**config.mk**
```make
export PLATFORM = sky130hd
export DESIGN_NAME = calc_op_sequencer
export DESIGN_NICKNAME = d
export VERILOG_FILES = /design/src/rtl/calc_op_sequencer.sv
export SDC_FILE = /design/constraint.sdc
export NUM_CORES = 1
export LEC_CHECK = 0
export CAP_MARGIN = 20
export CORE_MARGIN = 1
export CORE_UTILIZATION = 32
export DETAILED_ROUTE_END_ITERATION = 16
export GPL_ROUTABILITY_DRIVEN = 0
export MAX_ROUTING_LAYER = met4
export SLEW_MARGIN = 20
export SYNTH_ARGS = -nofsm -noshare
export SYNTH_HDL_FRONTEND = slang
export SYNTH_SLANG_ARGS = --single-unit
```
**constraint.sdc**
```tcl
create_clock -name CLOCK_50 -period 5.3 [get_ports CLOCK_50]
set_clock_uncertainty 0.15 [all_clocks]
set_input_delay 1.06 -clock CLOCK_50 [delete_from_list [all_inputs] [get_ports CLOCK_50]]
set_output_delay 1.06 -clock CLOCK_50 [all_outputs]
set_load 0.02 [all_outputs]
```
**src/rtl/calc_op_sequencer.sv**
```systemverilog
// Multi-cycle BCD calculator controller: one shared iterative datapath for
// add/sub/mul/div, then double-dabble conversion of the result to packed BCD.
module calc_op_sequencer #(
  parameter int W = 8
) (
  input  logic         CLOCK_50,
  input  logic         reset,
  input  logic         start,
  input  logic [1:0]   op,
  input  logic [W-1:0] x_bin,
  input  logic [W-1:0] y_bin,
  output logic         busy,
  output logic         done,
  output logic [19:0]  result_bcd,
  output logic [W-1:0] rem_bin,
  output logic         neg,
  output logic         err
);

  localparam int ACC_W = 2 * W;
  localparam int BIN_W = 16;
  localparam int BCD_W = 20;
  localparam int DIGITS = BCD_W / 4;
  localparam logic [4:0] CALC_LAST = 5'(W - 1);
  localparam logic [4:0] CONV_LAST = 5'(BIN_W - 1);

  typedef enum logic [1:0] {S_IDLE, S_CALC, S_CONV, S_DONE} state_e;
  typedef enum logic [1:0] {
    OP_ADD = 2'b00,
    OP_SUB = 2'b01,
    OP_MUL = 2'b10,
    OP_DIV = 2'b11
  } op_e;

  state_e           state_q, state_d;
  op_e              op_q, op_d;
  logic [W-1:0]     x_q, x_d;
  logic [W-1:0]     y_q, y_d;
  logic [W-1:0]     rem_q, rem_d;
  logic [ACC_W-1:0] acc_q, acc_d;
  logic [4:0]       cnt_q, cnt_d;
  logic             neg_int_q, neg_int_d;
  logic             err_int_q, err_int_d;
  logic [BIN_W-1:0] sr_q, sr_d;
  logic [BCD_W-1:0] bcd_q, bcd_d;
  logic [BCD_W-1:0] res_q, res_d;
  logic [W-1:0]     rem_out_q, rem_out_d;
  logic             neg_out_q, neg_out_d;
  logic             err_out_q, err_out_d;

  logic             calc_last;
  logic             conv_last;
  logic [W:0]       sum_w;
  logic [W:0]       trial_w;
  logic             q_bit;
  logic [BCD_W-1:0] bcd_adj;

  // Add, sub and divide-by-zero finish in one CALC cycle; mul/div take W.
  assign calc_last = (op_q == OP_ADD) || (op_q == OP_SUB) ||
                     ((op_q == OP_DIV) && (y_q == '0)) || (cnt_q == CALC_LAST);
  assign conv_last = (cnt_q == CONV_LAST);

  // ---------------------------------------------------------------- state register
  // NOTE: sequential state uses non-blocking assignments so every flop samples
  // the pre-edge values of all others, independent of process ordering.
  always_ff @(posedge CLOCK_50 or posedge reset) begin
    if (reset) state_q <= S_IDLE;
    else       state_q <= state_d;
  end

  // ---------------------------------------------------------------- next state
  always_comb begin
    // NOTE: a default before the case keeps every path assigned, so no latch.
    state_d = state_q;
    case (state_q)
      S_IDLE: if (start)     state_d = S_CALC;
      S_CALC: if (calc_last) state_d = S_CONV;
      S_CONV: if (conv_last) state_d = S_DONE;
      S_DONE:                state_d = S_IDLE;
      default:               state_d = S_IDLE;
    endcase
  end

  // ---------------------------------------------------------------- outputs
  always_comb begin
    busy = (state_q != S_IDLE);
    done = (state_q == S_DONE);
  end

  assign result_bcd = res_q;
  assign rem_bin    = rem_out_q;
  assign neg        = neg_out_q;
  assign err        = err_out_q;

  // Double-dabble correction applied to every digit before each shift.
  always_comb begin
    bcd_adj = bcd_q;
    for (int i = 0; i < DIGITS; i++) begin
      if (bcd_q[4*i +: 4] >= 4'd5) bcd_adj[4*i +: 4] = bcd_q[4*i +: 4] + 4'd3;
    end
  end

  // ---------------------------------------------------------------- datapath
  always_comb begin
    op_d      = op_q;
    x_d       = x_q;
    y_d       = y_q;
    rem_d     = rem_q;
    acc_d     = acc_q;
    cnt_d     = cnt_q;
    neg_int_d = neg_int_q;
    err_int_d = err_int_q;
    sr_d      = sr_q;
    bcd_d     = bcd_q;
    res_d     = res_q;
    rem_out_d = rem_out_q;
    neg_out_d = neg_out_q;
    err_out_d = err_out_q;
    sum_w     = '0;
    trial_w   = '0;
    q_bit     = 1'b0;

    case (state_q)
      S_IDLE: begin
        if (start) begin
          op_d      = op_e'(op);
          x_d       = x_bin;
          y_d       = y_bin;
          cnt_d     = '0;
          rem_d     = '0;
          neg_int_d = 1'b0;
          err_int_d = 1'b0;
          // Multiply shifts the multiplier (Y) out of acc; divide shifts X.
          acc_d     = (op_e'(op) == OP_MUL) ? {{W{1'b0}}, y_bin} : {{W{1'b0}}, x_bin};
        end
      end

      S_CALC: begin
        cnt_d = cnt_q + 5'd1;
        case (op_q)
          OP_ADD: begin
            sum_w = {1'b0, x_q} + {1'b0, y_q};
            acc_d = ACC_W'(sum_w);
          end
          OP_SUB: begin
            if (x_q >= y_q) begin
              acc_d = ACC_W'(x_q - y_q);
            end else begin
              acc_d     = ACC_W'(y_q - x_q);
              neg_int_d = 1'b1;
            end
          end
          OP_MUL: begin
            // Upper half accumulates X when the current multiplier LSB is set.
            sum_w = {1'b0, acc_q[ACC_W-1:W]} + (acc_q[0] ? {1'b0, x_q} : '0);
            acc_d = {sum_w, acc_q[W-1:1]};
          end
          OP_DIV: begin
            if (y_q == '0) begin
              acc_d     = '0;
              rem_d     = '0;
              err_int_d = 1'b1;
            end else begin
              trial_w = {rem_q, acc_q[W-1]};
              if (trial_w >= {1'b0, y_q}) begin
                rem_d = W'(trial_w - {1'b0, y_q});
                q_bit = 1'b1;
              end else begin
                rem_d = trial_w[W-1:0];
              end
              acc_d = {acc_q[ACC_W-1:W], acc_q[W-2:0], q_bit};
            end
          end
          default: ;
        endcase
        if (calc_last) begin
          cnt_d = '0;
          sr_d  = BIN_W'(acc_d);
          bcd_d = '0;
        end
      end

      S_CONV: begin
        cnt_d         = cnt_q + 5'd1;
        {bcd_d, sr_d} = {bcd_adj[BCD_W-2:0], sr_q, 1'b0};
        if (conv_last) begin
          cnt_d     = '0;
          res_d     = bcd_d;
          rem_out_d = rem_q;
          neg_out_d = neg_int_q;
          err_out_d = err_int_q;
        end
      end

      default: ;
    endcase
  end

  // NOTE: every datapath flop is reset (there is no memory array here), so an
  // abandoned operation leaves no stale accumulator or output behind.
  always_ff @(posedge CLOCK_50 or posedge reset) begin
    if (reset) begin
      op_q      <= OP_ADD;
      x_q       <= '0;
      y_q       <= '0;
      rem_q     <= '0;
      acc_q     <= '0;
      cnt_q     <= '0;
      neg_int_q <= 1'b0;
      err_int_q <= 1'b0;
      sr_q      <= '0;
      bcd_q     <= '0;
      res_q     <= '0;
      rem_out_q <= '0;
      neg_out_q <= 1'b0;
      err_out_q <= 1'b0;
    end else begin
      op_q      <= op_d;
      x_q       <= x_d;
      y_q       <= y_d;
      rem_q     <= rem_d;
      acc_q     <= acc_d;
      cnt_q     <= cnt_d;
      neg_int_q <= neg_int_d;
      err_int_q <= err_int_d;
      sr_q      <= sr_d;
      bcd_q     <= bcd_d;
      res_q     <= res_d;
      rem_out_q <= rem_out_d;
      neg_out_q <= neg_out_d;
      err_out_q <= err_out_d;
    end
  end

endmodule

```
==> summary.txt, run 1 <==
Global routing
  • First-pass GRT wire length: ~32000 um
  • Total gr overflow: 0
  • Largest net degree at the start of global routing: 81
  • Initial antenna violation count: 0
  • Vias in the first global route: 5880
  • GRT Overall Usage: 17.3%

Timing
  • Final hold vios: 0
  • WHS: 0.325 ns
  • Final period util: 62.9%
  • Worst Tran Pin Value: 0.938 ns
  • Rel. slew slack: 37.4%
  • Final Critical Period: 3.33 ns
  • FMAX: 0.300 GHz
  • Final setup viols: 0
  • Pins Over Slew Limit: 0
  • Setup TNS: 0 ns
  • Unrepaired setup endpoints after global routing: no

Clock tree
  • Clock transition at path regs: 0.06 ns
  • Cts hold-fix bufs: 0
  • Post-CTS Repair Setup Buffers: 0
  • Clk sinks: 117
  • CTS tree: done
  • Post-CTS sizing: 0
  • CTS buffer count: 17
  • Clk Latency, worst-skew pair: approximately 0.42 ns
  • Clk root buf: clkbuf_16
  • H-tree levels: 4
  • Max clock buf depth: 2

Drt
  • Vias per cell: 5.18
  • Via count: 6185
  • ANT nets after route: 0
  • Initial DRC count: 316
  • Routed wire per std cell: 16.5 um
  • First-pass DRT Iterations: 5
  • Total wire length: ~20000 um
  • Residual DRC: 0

Place
  • DP HPWL: 14400 um
  • Area after DPL: 0.00844 mm^2
  • I/O Buffers: 52

Cells and area
  • Fill count: 2336
  • Nets@finish: 945
  • Most frequent cells in the layout: 117 x dfrtp_1, 86 x nand2_1, 73 x o21ai_0, 57 x ha_1, 55 x inv_1
  • Share of cells above drive strength 1: 12.2%
  • Fin area: roughly 0.0090 mm^2
  • Layout area overhead: 18.2%
  • # diodes: 0
  • Storage cell area: 0.00293 mm^2
  • Multi-input gate area in the final layout: 0.00433 mm^2
  • Commonest non-fill, non-tap cell in the layout: dfrtp_1

Synthesis
  • Sequential-to-total area share from yosys stat: a little under two fifths
  • Main synth FF type: dfrtp_1
  • Mapped Area: 0.00764 mm^2
  • Synth unique cells: 80
  • Synthesized flop and latch total: 117
  • Async S/R FF share, synth: 100%
  • Ys Warns: 0
  • Number of flops mapped to enable cells by yosys: 0
  • Synth Net Count: ~900
  • Post-Syn Instances: 820
  • Syn avg cell area: 9.32 um^2

Floorplanning
  • Die area: 0.0245 mm^2
  • Die Y: between 150 and 200 um
  • Ports: 53
  • Core Region: between 0.02 and 0.025 mm^2
  • Rows: 56
  • Starting Density: about a third
  • Chip width: around 160 um

Critical path
  • Capturing point of the worst reg2reg path: sr_q[1]
  • Worst Path Required: around 5.5 ns
  • Critical Path Source Type: input pin
  • R2R Setup Slk: 2.09 ns
  • FF-to-FF Start: x_q[3]
  • Critical Path Fanout Max: 20
  • Worst EP arrival: 3.52 ns
  • Reg2reg path depth: 9
  • Critical setup path kind: input pin to flip-flop
  • Critical Path Sink Type: flip-flop

Outcome
  • Status: complete, no violations

Job
  • Max Cap Viol: 0

Power
  • Peak VDD IR: around 0.35 mV
  • Lkg Pwr: 3.89 nW
  • PwrDens: ~650 mW/mm^2

Worst hold path
  • Sink of the worst hold path: result_bcd[10]
  • Hold depth: 2
  • Hold crit path type: flip-flop to flip-flop
  • Hold Crit Start: result_bcd[10]
cell usage after synthesis, drive strengths merged, types with 20 or more instances:
master,n,area [um^2]
dfrtp,117,2930
nand2,88,338
o21ai,82,414
ha,57,713
inv,57,214
a21oi,53,280
nor2,45,174
mux2,40,450
buf,21,124
o22ai,21,131
xnor2,21,184
nand3,20,105
final cells by class:
| class | count | share of cell area (%) |
|---|---|---|
| Clock inverter | 12 | 1.69 |
| Tap cell | 319 | 4.42 |
| Timing Repair Buffer | 58 | 6.26 |
| Clock buffer | 20 | 4.94 |
| Sequential cell | 117 | 32.4 |
| Inverter | 58 | 2.46 |
| Multi-Input combinational cell | 610 | 47.8 |
flip-flops by register name, indices dropped and copies added, names as in the netlist, 5 cells and up:
register    count
x_q             8
sr_q           16
y_q             8
cnt_q           5
result_bcd     20
acc_q          16
rem_bin         8
rem_q           8
bcd_q          20
how the worst max path moves through the flow:
stage           from        end  depth (start not counted)
2_1_floorplan  reset   acc_q[0]                          1
3_3_place_gp   start  acc_q[14]                          7
3_5_place_dp   start   rem_q[4]                          7
4_1_cts        start   rem_q[2]                          7
5_1_grt        start  acc_q[14]                          7
6_report       start  acc_q[14]                          7
critical path: stages:
cell,delay [ns]
clkdlybuf4s50_1,0.50
nand2_1,0.53
a21boi_0,0.32
buf_4,0.20
nor2_1,0.47
o21ai_0,0.22
o211ai_1,0.22
kinds of logic after synthesis:
family,count (synthesis),synth area share [%]
AOI/OAI and AO/OA,250,21.8
and+or+nand+nor,226,14.4
DFF,117,38.3
buffers and inverters,93,5.16
adders and majority gates,62,10.6
muxes,50,7.20
xor gates and xnor gates,22,2.52
report_power, final:
part	switching (mW)	total, mW	internal (mW)
clock	0.434	1.19	0.752
combinational	2.03	3.30	1.26
sequential	0.296	1.41	1.12
stage by stage:
stage          utilization (%)  setup slack [ns]  instances  power (mW)
2_1_floorplan                -             0.989        820        3.87
3_3_place_gp              35.9              1.55       1162        4.62
3_5_place_dp              35.9              1.55       1162        4.65
4_1_cts                   38.5              2.00       1194        5.87
5_1_grt                   38.5              1.80       1194        6.31
6_report                  38.5              1.97       1194        5.89
per-layer routing:
layer	vias up	track usage [%]	wire, um
li1	3012	-	-
met1	2974	23.2	9350
met2	176	25.7	8840
met3	23	3.85	1140
met4	0	5.46	346
met5	-	-	0
Note: power is estimated with default switching activity, not from simulation.
==> run 2: changes to the inputs <==
==> constraint.sdc (replaced) <==
create_clock -name CLOCK_50 -period 2.8 [get_ports CLOCK_50]
set_clock_uncertainty 0.15 [all_clocks]
set_input_delay 0.56 -clock CLOCK_50 [delete_from_list [all_inputs] [get_ports CLOCK_50]]
set_output_delay 0.56 -clock CLOCK_50 [all_outputs]
set_load 0.02 [all_outputs]
==> summary.txt, run 2 (synthesis gave the netlist of run 1 again) <==
Timing
  • Final period util: around 97%
  • FMAX: 0.367 GHz
  • Final setup margin: 0.0772 ns (-1.89 ns)
  • Pins Over Slew Limit: 0 (unchanged)
  • WHS: 0.322 ns (-0.00246 ns)
  • Worst Tran Pin Value: 0.645 ns (-0.293 ns)
  • Final setup viols: 0 (unchanged)
  • Final hold vios: 0 (unchanged)
  • Rel. slew slack: 57.0% (+20 points)
  • Final Critical Period: 2.72 ns

Critical path
  • Critical Path Fanout Max: 5 (-75%)
  • CP max-delay cell: dfrtp_1
  • Worst Path Required: 2.98 ns (-2.50 ns)
  • Critical path's top delay family: simple AND/OR/NAND/NOR gates
  • Buffer and inverter count on the worst path: 0 (-2)
  • CP peak stage delay: 0.48 ns (-0.05 ns)
  • Cells along the critical path: ha_1 -> nand3_2 -> or3_4 -> nand2_4 -> mux2i_1 -> mux2_2 -> o21ai_0
  • Critical Path Source Type: flip-flop
  • Critical Path Sink Type: flip-flop
  • Critical setup path kind: flip-flop to flip-flop
  • Worst EP arrival: 2.91 ns (-0.61 ns)

Cells and area
  • Layout area overhead: 24.5%
  • # diodes: 0 (unchanged)
  • Final std cells w/o fill: 1244 (+4.2%)
  • Share of cells above drive strength 1: 18.2% (+5.9 points)
  • Most frequent cells in the layout: 114 x dfrtp_1, 86 x nand2_1, 73 x o21ai_0, 55 x inv_1, 54 x ha_1
  • Nets@finish: 995 (+5.3%)
  • Fill count: 2330 (-0.26%)
  • Commonest non-fill, non-tap cell in the layout: dfrtp_1
  • Fin area: 0.00952 mm^2 (+5.3%)

Clock tree
  • Clock transition at path regs: 0.05 ns (about the same)
  • Clk Latency, worst-skew pair: 0.42 ns (about the same)
  • CTS buffer count: 17 (unchanged)
  • Max clock buf depth: 2 (unchanged)
  • CTS tree: done
  • H-tree levels: 4 (unchanged)
  • Clk root buf: clkbuf_16
  • Clk sinks: 117 (unchanged)

Floorplanning
  • Die Y: 157 um (unchanged)
  • Core Region: 0.0235 mm^2 (unchanged)
  • Die area: 0.0245 mm^2 (unchanged)
  • Chip width: 157 um (unchanged)
  • Rows: 56 (unchanged)
  • Starting Density: 32.6% (unchanged)
  • Ports: 53 (unchanged)

Drt
  • ANT nets after route: 0 (unchanged)
  • Total wire length: 20400 um (+3.4%)
  • Residual DRC: 0 (unchanged)
  • Initial DRC count: 401 (+27%)
  • Via count: 6377 (+3.1%)
  • Vias per cell: 5.13 (-1.0%)
  • First-pass DRT Iterations: 5 (unchanged)
  • Routed wire per std cell: 16.4 um (-0.72%)

Place
  • I/O Buffers: 52 (unchanged)
  • Area after DPL: 0.00883 mm^2 (+4.6%)
  • DP HPWL: 14900 um (+3.3%)
  • Pre-CTS setup slack: -0.00755 ns (-1.55 ns)
  • DP Cell Count: 1209 (+4.0%)

Global routing
  • Met3 usage in global routing: 4.07% (+0.22 points)
  • Total gr overflow: 0 (unchanged)
  • Initial antenna violation count: 0 (unchanged)
  • Largest net degree at the start of global routing: 118 (+46%)
  • GRT Overall Usage: 17.9% (+0.64 points)
  • GRT busiest layer: met2
  • Grt met1 use: 23.0% (-0.18 points)
  • First-pass GRT wire length: 33100 um (+3.6%)
  • Vias in the first global route: 6300 (+7.1%)
  • Routing usage on met2: 27.3% (+1.6 points)

Power
  • Pwr Total: 12.1 mW (+110%)
  • PwrDens: 1270 mW/mm^2 (+95%)
  • Lkg Pwr: 4.15 nW (+6.7%)
  • Peak VDD IR: 0.728 mV (+110%)

Outcome
  • Status: complete, no violations

Worst hold path
  • Hold crit path type: flip-flop to flip-flop

Job
  • Max Cap Viol: 0 (unchanged)
[run 2: final timing paths]
| path | start | to | slack, ns | cells after the start |
|---|---|---|---|---|
| min in group asynchronous | reset | result_bcd[13] | 0.52 | 3 |
| min reg2reg | result_bcd[6] | result_bcd[6] | 0.32 | 2 |
| max | y_q[7] | sr_q[4] | 0.08 | 7 |
| max in group asynchronous | reset | y_q[1] | 1.45 | 3 |
| min | result_bcd[6] | result_bcd[6] | 0.32 | 2 |
| max reg2reg | y_q[7] | sr_q[4] | 0.08 | 7 |
[run 2: cell type report]
cell class / count / area (um^2) / share of cell area [%]
Timing Repair Buffer: 108 / 978 / 10.3
Inverter: 58 / 221 / 2.33
Tap cell: 319 / 399 / 4.19
Clock inverter: 12 / 176 / 1.85
Multi-Input combinational cell: 610 / 4360 / 45.8
Clock buffer: 20 / 447 / 4.69
Sequential cell: 117 / 2930 / 30.8
[run 2: per-stage QoR]
| step | TNS (ns) | util, % |
|---|---|---|
| 3_3_place_gp | 0 | 37.6 |
| 6_report | 0 | 40.5 |
| 5_1_grt | -0.0994 | 40.5 |
| 3_5_place_dp | -0.00755 | 37.6 |
| 4_1_cts | 0 | 40.3 |
| 2_1_floorplan | 0 | - |
[run 2: report_power, final]
group / total, mW / internal, mW / switching, mW
sequential: 2.51 / 2.12 / 0.383
combinational: 7.27 / 3.04 / 4.24
clock: 2.33 / 1.51 / 0.821
total: 12.1 / 6.67 / 5.44
[run 2: timing repair]
action	4_1_cts	5_1_grt
endpoints found under the setup margin	3	31
gates cloned	0	0
hold buffers	0	0
pin swaps	0	4
gates resized for setup	2	13
buffers inserted	0	3
[run 2: worst register-to-register path: stages (launching register included)]
cell     delay (ns)
dfrtp_1        0.48
ha_1           0.41
nand3_2        0.19
or3_4          0.47
nand2_4        0.09
mux2i_1        0.26
mux2_2         0.41
o21ai_0        0.17
[run 2: routing by layer]
layer	routed length, um	part of all wire, %
met3	1260	6.2
met2	9060	45
met4	573	2.8
met1	9450	46
met5	0	0
